`src/rtl/rr_client_pkg.sv`:
```
// rr_client_pkg: shared types, defaults and helpers for the round robin client requester.
package rr_client_pkg;
  localparam int CLIENTS_DEF = 32;
  localparam int DEPTH_DEF = 8;
  localparam int CNT_W = $clog2(DEPTH_DEF + 1);
  localparam int MAX_CLIENTS = 256;
  typedef logic [CNT_W-1:0] cnt_t;
  function automatic logic onehot0_f(input logic [MAX_CLIENTS-1:0] v);
    return (v & (v - 1'b1)) == '0;
  endfunction
endpackage

```
`src/rtl/rr_client_if.sv`:
```
// rr_client_if: producer/arbiter-facing bundle of the client requester.
interface rr_client_if #(parameter int CLIENTS = 32);
  logic [CLIENTS-1:0] push;
  logic [CLIENTS-1:0] push_ready;
  logic [CLIENTS-1:0] request;
  logic [CLIENTS-1:0] grant;
  logic               stall;
  logic [CLIENTS-1:0] served;
  logic               overflow;
  logic               grant_err;
  logic [CLIENTS-1:0] starve;
  modport master (
    output push, grant, stall,
    input  push_ready, request, served, overflow, grant_err, starve
  );
  modport slave (
    input  push, grant, stall,
    output push_ready, request, served, overflow, grant_err, starve
  );
endinterface

```
`src/rtl/rr_client_lane.sv`:
```
// rr_client_lane: one client's job counter, request and served pulse, plus optional wait counter
// (RR_CLIENT_STARVE_CHECK_EN).
module rr_client_lane #(
  parameter int DEPTH = 8,
  parameter int STARVE_LIMIT = 64
) (
  input  logic clock,
  input  logic reset,
  input  logic push,
  input  logic acc,
  output logic push_ready,
  output logic request,
  output logic served,
  output logic push_drop,
  output logic starve
);
  localparam int CNT_W = $clog2(DEPTH + 1);
  logic [CNT_W-1:0] count_q, count_d;
  logic served_q, served_d;
  always_comb begin
    push_ready = count_q != CNT_W'(DEPTH);
    request = count_q != '0;
    push_drop = push & !push_ready;
    count_d = count_q + CNT_W'(push & push_ready) - CNT_W'(acc);
    served_d = acc;
  end
  always_ff @(posedge clock) begin
    if (reset) begin
      count_q <= '0;
      served_q <= 1'b0;
    end else begin
      count_q <= count_d;
      served_q <= served_d;
    end
  end
  assign served = served_q;
`ifdef RR_CLIENT_STARVE_CHECK_EN
  localparam int WAIT_W = $clog2(STARVE_LIMIT + 1);
  logic [WAIT_W-1:0] wait_q, wait_d;
  // Counts cycles spent requesting without acceptance, saturating at the limit.
  always_comb begin
    wait_d = (!request || acc) ? '0
           : (wait_q == WAIT_W'(STARVE_LIMIT)) ? wait_q : wait_q + WAIT_W'(1);
  end
  always_ff @(posedge clock) begin
    if (reset) wait_q <= '0;
    else wait_q <= wait_d;
  end
  assign starve = wait_q == WAIT_W'(STARVE_LIMIT);
`else
  assign starve = 1'b0;
`endif
endmodule

```
`src/rtl/rr_client_requester.sv`:
```
// rr_client_requester: per-client job queues driving arbiter requests, with grant checking.
// Optional starvation flags via RR_CLIENT_STARVE_CHECK_EN.
module rr_client_requester
  import rr_client_pkg::*;
#(
  parameter int CLIENTS = CLIENTS_DEF,
  parameter int DEPTH = DEPTH_DEF,
  parameter int STARVE_LIMIT = 64
) (
  input logic      clock,
  input logic      reset,
  rr_client_if.slave bus
);
  logic [CLIENTS-1:0] push_ready, request, served, push_drop, starve, acc;
  logic overflow_q, overflow_d, grant_err_q, grant_err_d;
  logic grant_oh0, bad;
  // A grant retires a job only when it is the single grant of a non-stalled cycle.
  always_comb begin
    grant_oh0 = onehot0_f(MAX_CLIENTS'(bus.grant));
    bad = !bus.stall && (!grant_oh0 || |(bus.grant & ~request));
    acc = (!bus.stall && grant_oh0) ? bus.grant & request : '0;
    overflow_d = overflow_q | |push_drop;
    grant_err_d = grant_err_q | bad;
  end
  always_ff @(posedge clock) begin
    if (reset) begin
      overflow_q <= 1'b0;
      grant_err_q <= 1'b0;
    end else begin
      overflow_q <= overflow_d;
      grant_err_q <= grant_err_d;
    end
  end
  for (genvar i = 0; i < CLIENTS; i++) begin : g_lane
    rr_client_lane #(.DEPTH(DEPTH), .STARVE_LIMIT(STARVE_LIMIT)) u_lane (
      .clock      (clock),
      .reset      (reset),
      .push       (bus.push[i]),
      .acc        (acc[i]),
      .push_ready (push_ready[i]),
      .request    (request[i]),
      .served     (served[i]),
      .push_drop  (push_drop[i]),
      .starve     (starve[i])
    );
  end
  assign bus.push_ready = push_ready;
  assign bus.request = request;
  assign bus.served = served;
  assign bus.starve = starve;
  assign bus.overflow = overflow_q;
  assign bus.grant_err = grant_err_q;
endmodule

```
`src/flat_wrapper.sv`:
```
// flat-port wrapper written by rule: the top's interface ports become plain ports
module rr_client_requester_flat import rr_client_pkg::*;
#(
  parameter int CLIENTS = CLIENTS_DEF,
  parameter int DEPTH = DEPTH_DEF,
  parameter int STARVE_LIMIT = 64
)
  (clock, reset, bus_push, bus_grant, bus_stall, bus_push_ready, bus_request, bus_served, bus_overflow, bus_grant_err, bus_starve);
  rr_client_if #(.CLIENTS(CLIENTS)) bus_i ();
  input logic clock;
  input logic reset;
  input wire logic [$bits(bus_i.push)-1:0] bus_push;
  input wire logic [$bits(bus_i.grant)-1:0] bus_grant;
  input wire logic [$bits(bus_i.stall)-1:0] bus_stall;
  output wire logic [$bits(bus_i.push_ready)-1:0] bus_push_ready;
  output wire logic [$bits(bus_i.request)-1:0] bus_request;
  output wire logic [$bits(bus_i.served)-1:0] bus_served;
  output wire logic [$bits(bus_i.overflow)-1:0] bus_overflow;
  output wire logic [$bits(bus_i.grant_err)-1:0] bus_grant_err;
  output wire logic [$bits(bus_i.starve)-1:0] bus_starve;
  assign bus_i.push = bus_push;
  assign bus_i.grant = bus_grant;
  assign bus_i.stall = bus_stall;
  assign bus_push_ready = bus_i.push_ready;
  assign bus_request = bus_i.request;
  assign bus_served = bus_i.served;
  assign bus_overflow = bus_i.overflow;
  assign bus_grant_err = bus_i.grant_err;
  assign bus_starve = bus_i.starve;
  rr_client_requester #(.CLIENTS(CLIENTS), .DEPTH(DEPTH), .STARVE_LIMIT(STARVE_LIMIT)) u_core (.clock(clock), .reset(reset), .bus(bus_i));
endmodule
```
`config.mk`:
```
export PLATFORM = sky130hd
export DESIGN_NAME = rr_client_requester_flat
export DESIGN_NICKNAME = d
export VERILOG_FILES = /design/src/rtl/rr_client_pkg.sv /design/src/rtl/rr_client_if.sv /design/src/rtl/rr_client_lane.sv /design/src/rtl/rr_client_requester.sv /design/src/flat_wrapper.sv
export SDC_FILE = /design/constraint.sdc
export NUM_CORES = 1
export LEC_CHECK = 0
export ABC_AREA = 0
export CELL_PAD_IN_SITES_DETAIL_PLACEMENT = 1
export CELL_PAD_IN_SITES_GLOBAL_PLACEMENT = 2
export CORE_ASPECT_RATIO = 0.75
export CORE_MARGIN = 4
export CORE_UTILIZATION = 35
export DETAILED_ROUTE_END_ITERATION = 7
export GPL_TIMING_DRIVEN = 0
export PLACE_DENSITY_LB_ADDON = 0.15
export SKIP_CTS_REPAIR_TIMING = 1
export SYNTH_ARGS = -nofsm -noshare
export SYNTH_HDL_FRONTEND = slang
export SYNTH_SLANG_ARGS = --single-unit
```
`constraint.sdc`:
```
create_clock -name clock -period 7.25 [get_ports clock]
set_input_delay 2.175 -clock clock [delete_from_list [all_inputs] [get_ports clock]]
set_output_delay 2.175 -clock clock [all_outputs]
set_load 0.005 [all_outputs]
```
==> results of run 1 <==
## area by class of cell
type	instances	area [um2]
timing repair buffer	163	1630
multi-input combinational	883	6750
fill	3964	18700
tap	450	563
inverter	218	818
sequential	162	3240
clock inverter	11	128
buffer	164	1150
clock buffer	21	480
antenna	1	2.50
## metal layers
metal | wire (um) | GRT usage
met1 | 18500 | 0.289
met2 | 18000 | 0.349
met3 | 1640 | 0.0359
met4 | 484 | 0.0448
met5 | 0 | 0
## cell families after synthesis
logic type      after synthesis  synth area share
fa+ha+maj                   225             0.258
buf+inv                     382             0.166
flops                       162             0.274
simple gates                456             0.193
compound gates              106            0.0617
xor+xnor                     64            0.0473
other cells                   1          0.000317
## synthesized netlist by cell type (all sizes together)
library cell / n / area [um2]
nand4: 15 / 93.8
conb: 1 / 3.75
nand2: 95 / 357
clkbuf: 24 / 90.1
o31a: 1 / 8.76
o2111ai: 2 / 17.5
nor2b: 42 / 263
ha: 192 / 2400
o211ai: 3 / 36.3
a21o: 33 / 248
buf: 140 / 1060
dfxtp: 162 / 3240
nand3b: 1 / 7.51
nor4bb: 4 / 40.0
o21ai: 5 / 25.0
inv: 218 / 818
a31oi: 10 / 62.6
a32oi: 1 / 8.76
or2: 2 / 12.5
and2: 33 / 206
and3: 1 / 6.26
or4: 4 / 30.0
and2b: 1 / 7.51
or3: 2 / 12.5
a311oi: 1 / 8.76
fa: 32 / 641
o21a: 2 / 15.0
nand3: 51 / 268
nor4b: 2 / 38.8
a41oi: 1 / 8.76
maj3: 1 / 10.0
a21oi: 39 / 199
a211oi: 2 / 15.0
nor2: 130 / 488
o31ai: 1 / 7.51
nor3: 12 / 60.1
o32ai: 1 / 16.3
a2111oi: 4 / 53.8
nor4: 61 / 394
xor2: 22 / 193
xnor2: 42 / 368
## worst max-delay path: cells and delay by family
kind | cells | cell delay (ns)
adder cells (fa/ha/maj) | 3 | 0.87
AO/OA/AOI/OAI | 1 | 0.09
buffers and inverters | 7 | 1.72
XOR/XNOR | 1 | 0.16
AND/OR/NAND/NOR | 6 | 2.18
## report_power, final
part | internal (mW) | switching, mW | leakage [nW]
combinational | 1.25 | 1.20 | 4.84
clock | 0.546 | 0.417 | 0.292
sequential | 1.10 | 0.113 | 1.33
## per-stage QoR
stage	setup slack (ns)	total power [mW]	instances	hold WS, ns	utilization
after CTS	0.429	4.67	2072	0.620	0.441
after global placement	0.0134	3.60	2040	0.590	0.423
after global routing	0.140	5.01	2073	0.628	0.441
after floorplan	1.67	2.80	1427	0.533	-
after detailed placement	0.0241	3.68	2040	0.607	0.423
final	0.367	4.62	2073	0.619	0.441
## state kept, by name, indices dropped and copies added (netlist names)
| name | cells |
|---|---|
| u_core.bus.overflow | 1 |
| u_core.g_lane.u_lane.served | 32 |
| u_core.bus.grant_err | 1 |
| u_core.g_lane.u_lane.count_q | 128 |
## worst paths after layout
path	startpoint	endpoint	cells past startpoint
max	bus_grant[1]	u_core.g_lane[2].u_lane.count_q[2]	18
min	u_core.bus.grant_err	u_core.bus.grant_err	3
max reg2reg	u_core.g_lane[2].u_lane.count_q[3]	u_core.g_lane[2].u_lane.count_q[2]	12
min reg2reg	u_core.bus.grant_err	u_core.bus.grant_err	3
==> impl_metrics.csv, run 1 <==
group,metric,value,unit
timing,fin_skew,0.0118,ns
timing,drv_slew,0,
power_and_ir_drop,vdd_ir_drop_max,116,uV
synth,ys_seq_elements,162,
detailed_routing,drcViolationCount,0,
timing,rsz0062_at_grt,"false",
critical_path,slowest_stage,"or4_1",
synth,syn_avg_cell_area,8.49,um2
status,status,"finished, final reports clean",
clocking,clock_latency,0.44,ns
cells_and_area,final_cell_mix,"218 x inv_1, 192 x ha_1, 163 x clkdlybuf4s50_1",
detailed_routing,post_drt_wl_per_cell,18.6,um
clocking,cts_buffers,17,
critical_path,crit_chain,"clkdlybuf4s50_1 -> or4_1 -> buf_2 -> nor4b_4 -> buf_6 -> a21oi_1 -> nor4_1 -> nand4_1 -> buf_2 -> buf_1 -> nor4_1 -> ha_1 -> inv_1 -> ha_1 -> inv_1 -> fa_1 -> xor2_1 -> nor2_1",
timing,setup_violations,0,
cells_and_area,final_common_cell,"inv_1",
cells_and_area,nets,1900,
power_and_ir_drop,p_leak,6.46,nW
timing,final-hold-violation-count,0,
timing,period_share,0.949,
global_routing,overflow,0,
timing,setup_tns,0,ns
critical_path,critPathArrivalTime,7.19,ns
synth,syn_area,11800,um2
die,core-area,33500,um2
clocking,tritoncts,"yes",
timing,min_period,6.88,ns
timing,fmax,145,MHz
critical_path,worst_setup_path_start_kind,"input pin",
die,dieArea,36900,um2
place,hpwl,31100,um
die,rows,58,
clocking,htreeDepth,4,
clocking,path_clk_slew,0.07,ns
clocking,clockBufferDepth,2,
detailed_routing,num_vias,9786,
die,pin_count,197,
place,place_congestion,0.828,
critical_path,worstSetupPathType,"input pin to register",
die,die_h,167,um
global_routing,grtUsageTotal,0.211,
cells_and_area,drive_gt1_frac,0.112,
detailed_routing,dr.pass1.iters,5,
cells_and_area,syn2layout_area_growth,24.7,%
place,post_dp_cell_area,14200,um2
detailed_routing,ant_nets,0,
critical_path,r2r_slack,4.63,ns
timing,slew-limit-headroom,0.345,
worst_hold_path,hold_path.class,"register to register",
power_and_ir_drop,p_per_area,313,nW/um2
detailed_routing,viasPerCell,4.72,
clocking,cts.sinks,162,
global_routing,grt_pass1_wl,58900,um
die,initial_core_util,0.354,
critical_path,crit_required,7.56,ns
cells_and_area,final_area,14800,um2
synth,yosysSeqAreaShare,0.274,
global_routing,grt_pass1_vias,10300,
die,dieWidth,220,um
synth,yosys_warnings,0,
global_routing,grt_antenna_before_repair,1,
synth,synthCells,1396,
detailed_routing,drt-initial-drc-count,490,
place,portBuffers,163,
job,drv_cap,0,
timing,worstMarginPinSlew,0.973,ns
detailed_routing,wirelength,38600,um
critical_path,cpPeakStageDelay,0.62,ns
global_routing,grt_max_degree,17,
clocking,cts-root-buf,"clkbuf_16",
critical_path,endpoint_kind,"register",
critical_path,cp_max_fo,10,
synth,yosysUniqueCellTypes,50,
Power figures use the tool's default switching activity.
==> run 2, diff against run 1 <==
Settings changed: CORE_MARGIN 4 to 5.
==> run 2 against run 1 <==
Net effect:
- clock-buffer cell count up 1
- combinational power barely moved
- die area is 2.1% higher
- final cell count unchanged
- utilization increased by 0.067 points
- power is 0.82% higher
- fmax is 0.66% higher
- setup slack better by 0.045 ns
- clock skew barely moved
- cell area increased by 0.15%
- via count down 0.27%
- first-iteration DRC count down 20%
- critical endpoint is now u_core.g_lane[6].u_lane.count_q[2]
==> impl_metrics.csv, run 2 (synthesized netlist as in run 1, its figures left out) <==
group,metric,value,unit
cells_and_area,final_cell_mix,"218 x inv_1, 192 x ha_1, 163 x clkdlybuf4s50_1",
job,drv_cap,0,
critical_path,endpoint_kind,"register",
cells_and_area,largest_register,"u_core.g_lane.u_lane.count_q",
cells_and_area,drive_gt1_frac,0.110,
cells_and_area,nets,1900,
worst_hold_path,hold_depth,3,
timing,period_share,0.943,
worst_hold_path,hold_path.class,"register to register",
cells_and_area,syn2layout_area_growth,24.8,%
die,dieWidth,222,um
timing,setup_violations,0,
clocking,cts_buffers,17,
cells_and_area,largest_reg_flops,128,
global_routing,grt_pass1_vias,10200,
timing,finalWorstSetupSlack,0.412,ns
global_routing,grtUsageTotal,0.203,
critical_path,worstSetupPathType,"input pin to register",
timing,worstMarginPinSlew,0.970,ns
critical_path,critPathArrivalTime,7.13,ns
detailed_routing,post_drt_wl_per_cell,18.7,um
power_and_ir_drop,total_power,4.66,mW
place,place_inst,2040,
timing,hold_slack,0.629,ns
clocking,clockBufferDepth,2,
timing,rsz0062_at_grt,"false",
timing,setup_tns,0,ns
global_routing,overflow,0,
status,status,"finished, final reports clean",
detailed_routing,drcViolationCount,0,
global_routing,grt_pass1_wl,58500,um
detailed_routing,drt-initial-drc-count,393,
die,pin_count,197,
detailed_routing,viasPerCell,4.71,
die,rows,58,
timing,final-hold-violation-count,0,
place,place_congestion,0.839,
die,core-area,33500,um2
cells_and_area,final_common_cell,"inv_1",
clocking,cts-root-buf,"clkbuf_16",
timing,drv_slew,0,
critical_path,ff2ff_path_depth,12,
global_routing,grt_max_degree,17,
place,place_ws,-0.0123,ns
timing,slew-limit-headroom,0.353,
power_and_ir_drop,swShare,0.368,
die,initial_core_util,0.354,
power_and_ir_drop,power.switching,1.71,mW
power_and_ir_drop,combPwrFrac,0.525,
critical_path,worst_setup_path_start_kind,"input pin",
power_and_ir_drop,p_leak,6.47,nW
clocking,htreeDepth,4,
clocking,clock_latency,0.44,ns
detailed_routing,ant_nets,0,
power_and_ir_drop,vdd_ir_drop_max,131,uV
timing,min_period,6.84,ns
clocking,tritoncts,"yes",
timing,fmax,146,MHz
clocking,path_clk_slew,0.06,ns
power_and_ir_drop,p_seq_frac,0.260,
cells_and_area,final_cells,2073,
detailed_routing,dr.pass1.iters,6,
detailed_routing,num_vias,9760,
detailed_routing,wirelength,38700,um
global_routing,grt_antenna_before_repair,2,
power_and_ir_drop,intPower,2.94,mW
clocking,cts.sinks,162,
die,dieArea,37700,um2
power_and_ir_drop,pwr-share-clk,0.214,
timing,fin_skew,0.0118,ns
place,portBuffers,163,
die,die_h,169,um
critical_path,cp_max_fo,10,
critical_path,crit_required,7.54,ns
power_and_ir_drop,p_per_area,315,nW/um2
place,hpwl,31300,um
## run 2: cell count changes in the layout (fill, tap and decap cells not counted)
cell / before / now
clkinv_4: 3 / 1
clkinvlp_4: 3 / 2
clkbuf_1: 24 / 26
diode_2: 1 / 2
clkbuf_8: 4 / 3
bufinv_16: 2 / 4
inv_6: 1 / 0
## run 2: final cells by class
cell class | instances | area [um2]
Buffer | 164 | 1150
Multi-Input combinational cell | 883 | 6750
Clock buffer | 22 | 474
Tap cell | 450 | 563
Clock inverter | 9 | 154
Antenna cell | 2 | 5.00
Sequential cell | 162 | 3240
Inverter | 218 | 818
Fill cell | 3954 | 18700
Timing Repair Buffer | 163 | 1630
## run 2: stage by stage
step,util,instance area [um2]
2_1_floorplan,-,12000
3_3_place_gp,0.423,14200
3_5_place_dp,0.423,14200
4_1_cts,0.442,14800
5_1_grt,0.442,14800
6_report,0.442,14800
## run 2: per-layer routing
| layer | up-vias | track usage | wire, um |
|---|---|---|---|
| li1 | 4805 | - | - |
| met1 | 4749 | 0.276 | 18200 |
| met2 | 173 | 0.344 | 18000 |
| met3 | 33 | 0.0296 | 1840 |
| met4 | 0 | 0.0503 | 660 |
| met5 | - | 0 | 0 |
## run 2: power by group through the flow
stage          sequential [mW]  clock (mW)  combinational [mW]
2_1_floorplan             1.20           0                1.60
3_3_place_gp              1.22           0                2.38
3_5_place_dp              1.23           0                2.45
4_1_cts                   1.21        1.02                2.48
5_1_grt                   1.24        1.05                2.74
6_report                  1.21       0.998                2.45
## run 2: path summary, 6_finish.rpt
path                                              end  slack (ns)                           startpoint
setup / recovery   u_core.g_lane[6].u_lane.count_q[2]        0.41                         bus_grant[4]
hold / removal                   u_core.bus.grant_err        0.63                 u_core.bus.grant_err
setup reg to reg  u_core.g_lane[18].u_lane.count_q[3]        4.56  u_core.g_lane[18].u_lane.count_q[2]
hold reg to reg                  u_core.bus.grant_err        0.63                 u_core.bus.grant_err
## run 2: critical path, stage by stage
cell and delay (ns):
clkdlybuf4s50_1 0.60, or4_1 0.59, nor4b_2 0.59, nand4_1 0.43, o32ai_2 0.44, o211ai_4 0.29
buf_6 0.27, nor4_1 0.54, ha_1 0.33, inv_1 0.06, ha_1 0.16, inv_1 0.05
fa_1 0.38, xor2_1 0.15, nor2_1 0.05
==> run 3, diff against run 2 <==
Settings changed: CORE_ASPECT_RATIO 0.75 to 1.75.
==> run 3 against run 2 <==
Net effect:
- final cell count up 0.19%
- die area is 0.29% higher
- sequential power about the same
- routed wire length is 0.32% lower
- register-to-register slack improved by 0.07 ns
- utilization fell by 0.13 points
- clock power is 4% higher
- power is 0.63% higher
- critical path type unchanged
- largest cell class unchanged
==> impl_metrics.csv, run 3 (synthesized netlist as in run 1, its figures left out) <==
group,metric,value,unit
clocking,tritoncts,"yes",
timing,final-hold-violation-count,0,
timing,setup_violations,0,
power_and_ir_drop,total_power,4.69,mW
clocking,cts.sinks,162,
detailed_routing,num_vias,9821,
critical_path,endpoint_kind,"register",
die,initial_core_util,0.352,
power_and_ir_drop,vdd_ir_drop_max,167,uV
die,dieWidth,149,um
detailed_routing,dr.pass1.iters,4,
status,status,"finished, final reports clean",
cells_and_area,final_cells,2077,
critical_path,crit_required,7.56,ns
cells_and_area,final_cell_mix,"218 x inv_1, 192 x ha_1, 163 x clkdlybuf4s50_1",
timing,worstMarginPinSlew,0.952,ns
critical_path,worstSetupPathType,"input pin to register",
timing,fmax,148,MHz
die,core-area,33600,um2
global_routing,grt_max_degree,17,
die,die_h,253,um
detailed_routing,wirelength,38600,um
critical_path,worst_setup_path_start_kind,"input pin",
cells_and_area,nFillCells,4015,
cells_and_area,largest_register,"u_core.g_lane.u_lane.count_q",
cells_and_area,largest_reg_flops,128,
timing,setup_tns,0,ns
die,dieArea,37800,um2
critical_path,critPathArrivalTime,7.04,ns
global_routing,grt_pass1_vias,10600,
detailed_routing,post_drt_wl_per_cell,18.6,um
cells_and_area,syn2layout_area_growth,25.1,%
global_routing,overflow,0,
timing,finalWorstSetupSlack,0.514,ns
cells_and_area,nets,1900,
place,place_inst,2045,
clocking,cts-root-buf,"clkbuf_16",
job,drv_cap,0,
cells_and_area,final_area,14800,um2
die,pin_count,197,
timing,min_period,6.74,ns
cells_and_area,final_common_cell,"inv_1",
global_routing,grt_pass1_wl,58900,um
place,place_ws,-0.0413,ns
detailed_routing,ant_nets,0,
place,post_dp_cell_area,14200,um2
cells_and_area,antenna_cells,0,
power_and_ir_drop,p_per_area,316,nW/um2
global_routing,grt_antenna_before_repair,1,
timing,rsz0062_at_grt,"false",
critical_path,cp_max_fo,10,
detailed_routing,drcViolationCount,0,
timing,drv_slew,0,
place,portBuffers,163,
clocking,htreeDepth,4,
power_and_ir_drop,p_leak,6.48,nW
place,place_congestion,0.857,
clocking,clock_latency,0.45,ns
worst_hold_path,hold_path.class,"register to register",
timing,slew-limit-headroom,0.365,
timing,fin_skew,0.0109,ns
clocking,path_clk_slew,0.06,ns
place,hpwl,31900,um
global_routing,grtUsageTotal,0.208,
detailed_routing,viasPerCell,4.73,
timing,period_share,0.929,
detailed_routing,drt-initial-drc-count,308,
cells_and_area,drive_gt1_frac,0.112,
clocking,clockBufferDepth,2,
die,rows,89,
clocking,cts_buffers,17,
-- run 3: changes by cell type in the layout (fill, tap and decap cells not counted) --
cell | before | now
clkbuf_1 | 26 | 24
inv_6 | 0 | 1
bufinv_16 | 4 | 5
clkbuf_8 | 3 | 2
diode_2 | 2 | 0
clkinv_4 | 1 | 2
clkinv_2 | 2 | 3
-- run 3: path summary, 6_finish.rpt --
check,start,to,slack [ns],depth (start not counted)
max reg2reg,u_core.g_lane[6].u_lane.count_q[2],u_core.g_lane[6].u_lane.count_q[2],4.63,12
max,bus_grant[1],u_core.g_lane[20].u_lane.count_q[3],0.51,18
min reg2reg,u_core.bus.grant_err,u_core.bus.grant_err,0.65,3
min,u_core.bus.grant_err,u_core.bus.grant_err,0.65,3
-- run 3: where the power goes --
part | internal (mW) | leakage, nW | switching (mW)
combinational | 1.24 | 4.84 | 1.19
clock | 0.630 | 0.319 | 0.410
sequential | 1.10 | 1.33 | 0.114
total | 2.97 | 6.48 | 1.72
-- run 3: layout make-up --
cell class | count | area, um2 | share of cell area
buffer | 164 | 1150 | 0.0778
timing repair buffer | 163 | 1630 | 0.110
clock buffer | 19 | 453 | 0.0306
clock inverter | 13 | 206 | 0.0139
tap | 455 | 569 | 0.0384
inverter | 218 | 818 | 0.0552
sequential | 162 | 3240 | 0.219
multi-input combinational | 883 | 6750 | 0.455
-- run 3: metrics by stage --
step	hold WS (ns)	util
2_1_floorplan	0.533	-
3_3_place_gp	0.608	0.421
3_5_place_dp	0.612	0.421
4_1_cts	0.630	0.441
5_1_grt	0.670	0.441
6_report	0.650	0.441
-- run 3: critical path: stages --
cell             delay [ns]
clkdlybuf4s50_1        0.52
or4_1                  0.62
buf_2                  0.21
nor4b_4                0.30
buf_6                  0.20
a41oi_1                0.12
o21ai_0                0.30
nand4_1                0.18
buf_2                  0.25
buf_1                  0.42
nor4_1                 0.59
ha_1                   0.23
inv_1                  0.06
ha_1                   0.28
a21o_1                 0.17
a21oi_1                0.20
xnor2_1                0.14
nor2_1                 0.05
-- run 3: routing by layer --
layer / global-route usage / share of wire
met5: 0 / 0.00018
met4: 0.0717 / 0.029
met3: 0.0338 / 0.038
met1: 0.220 / 0.38
met2: 0.408 / 0.55
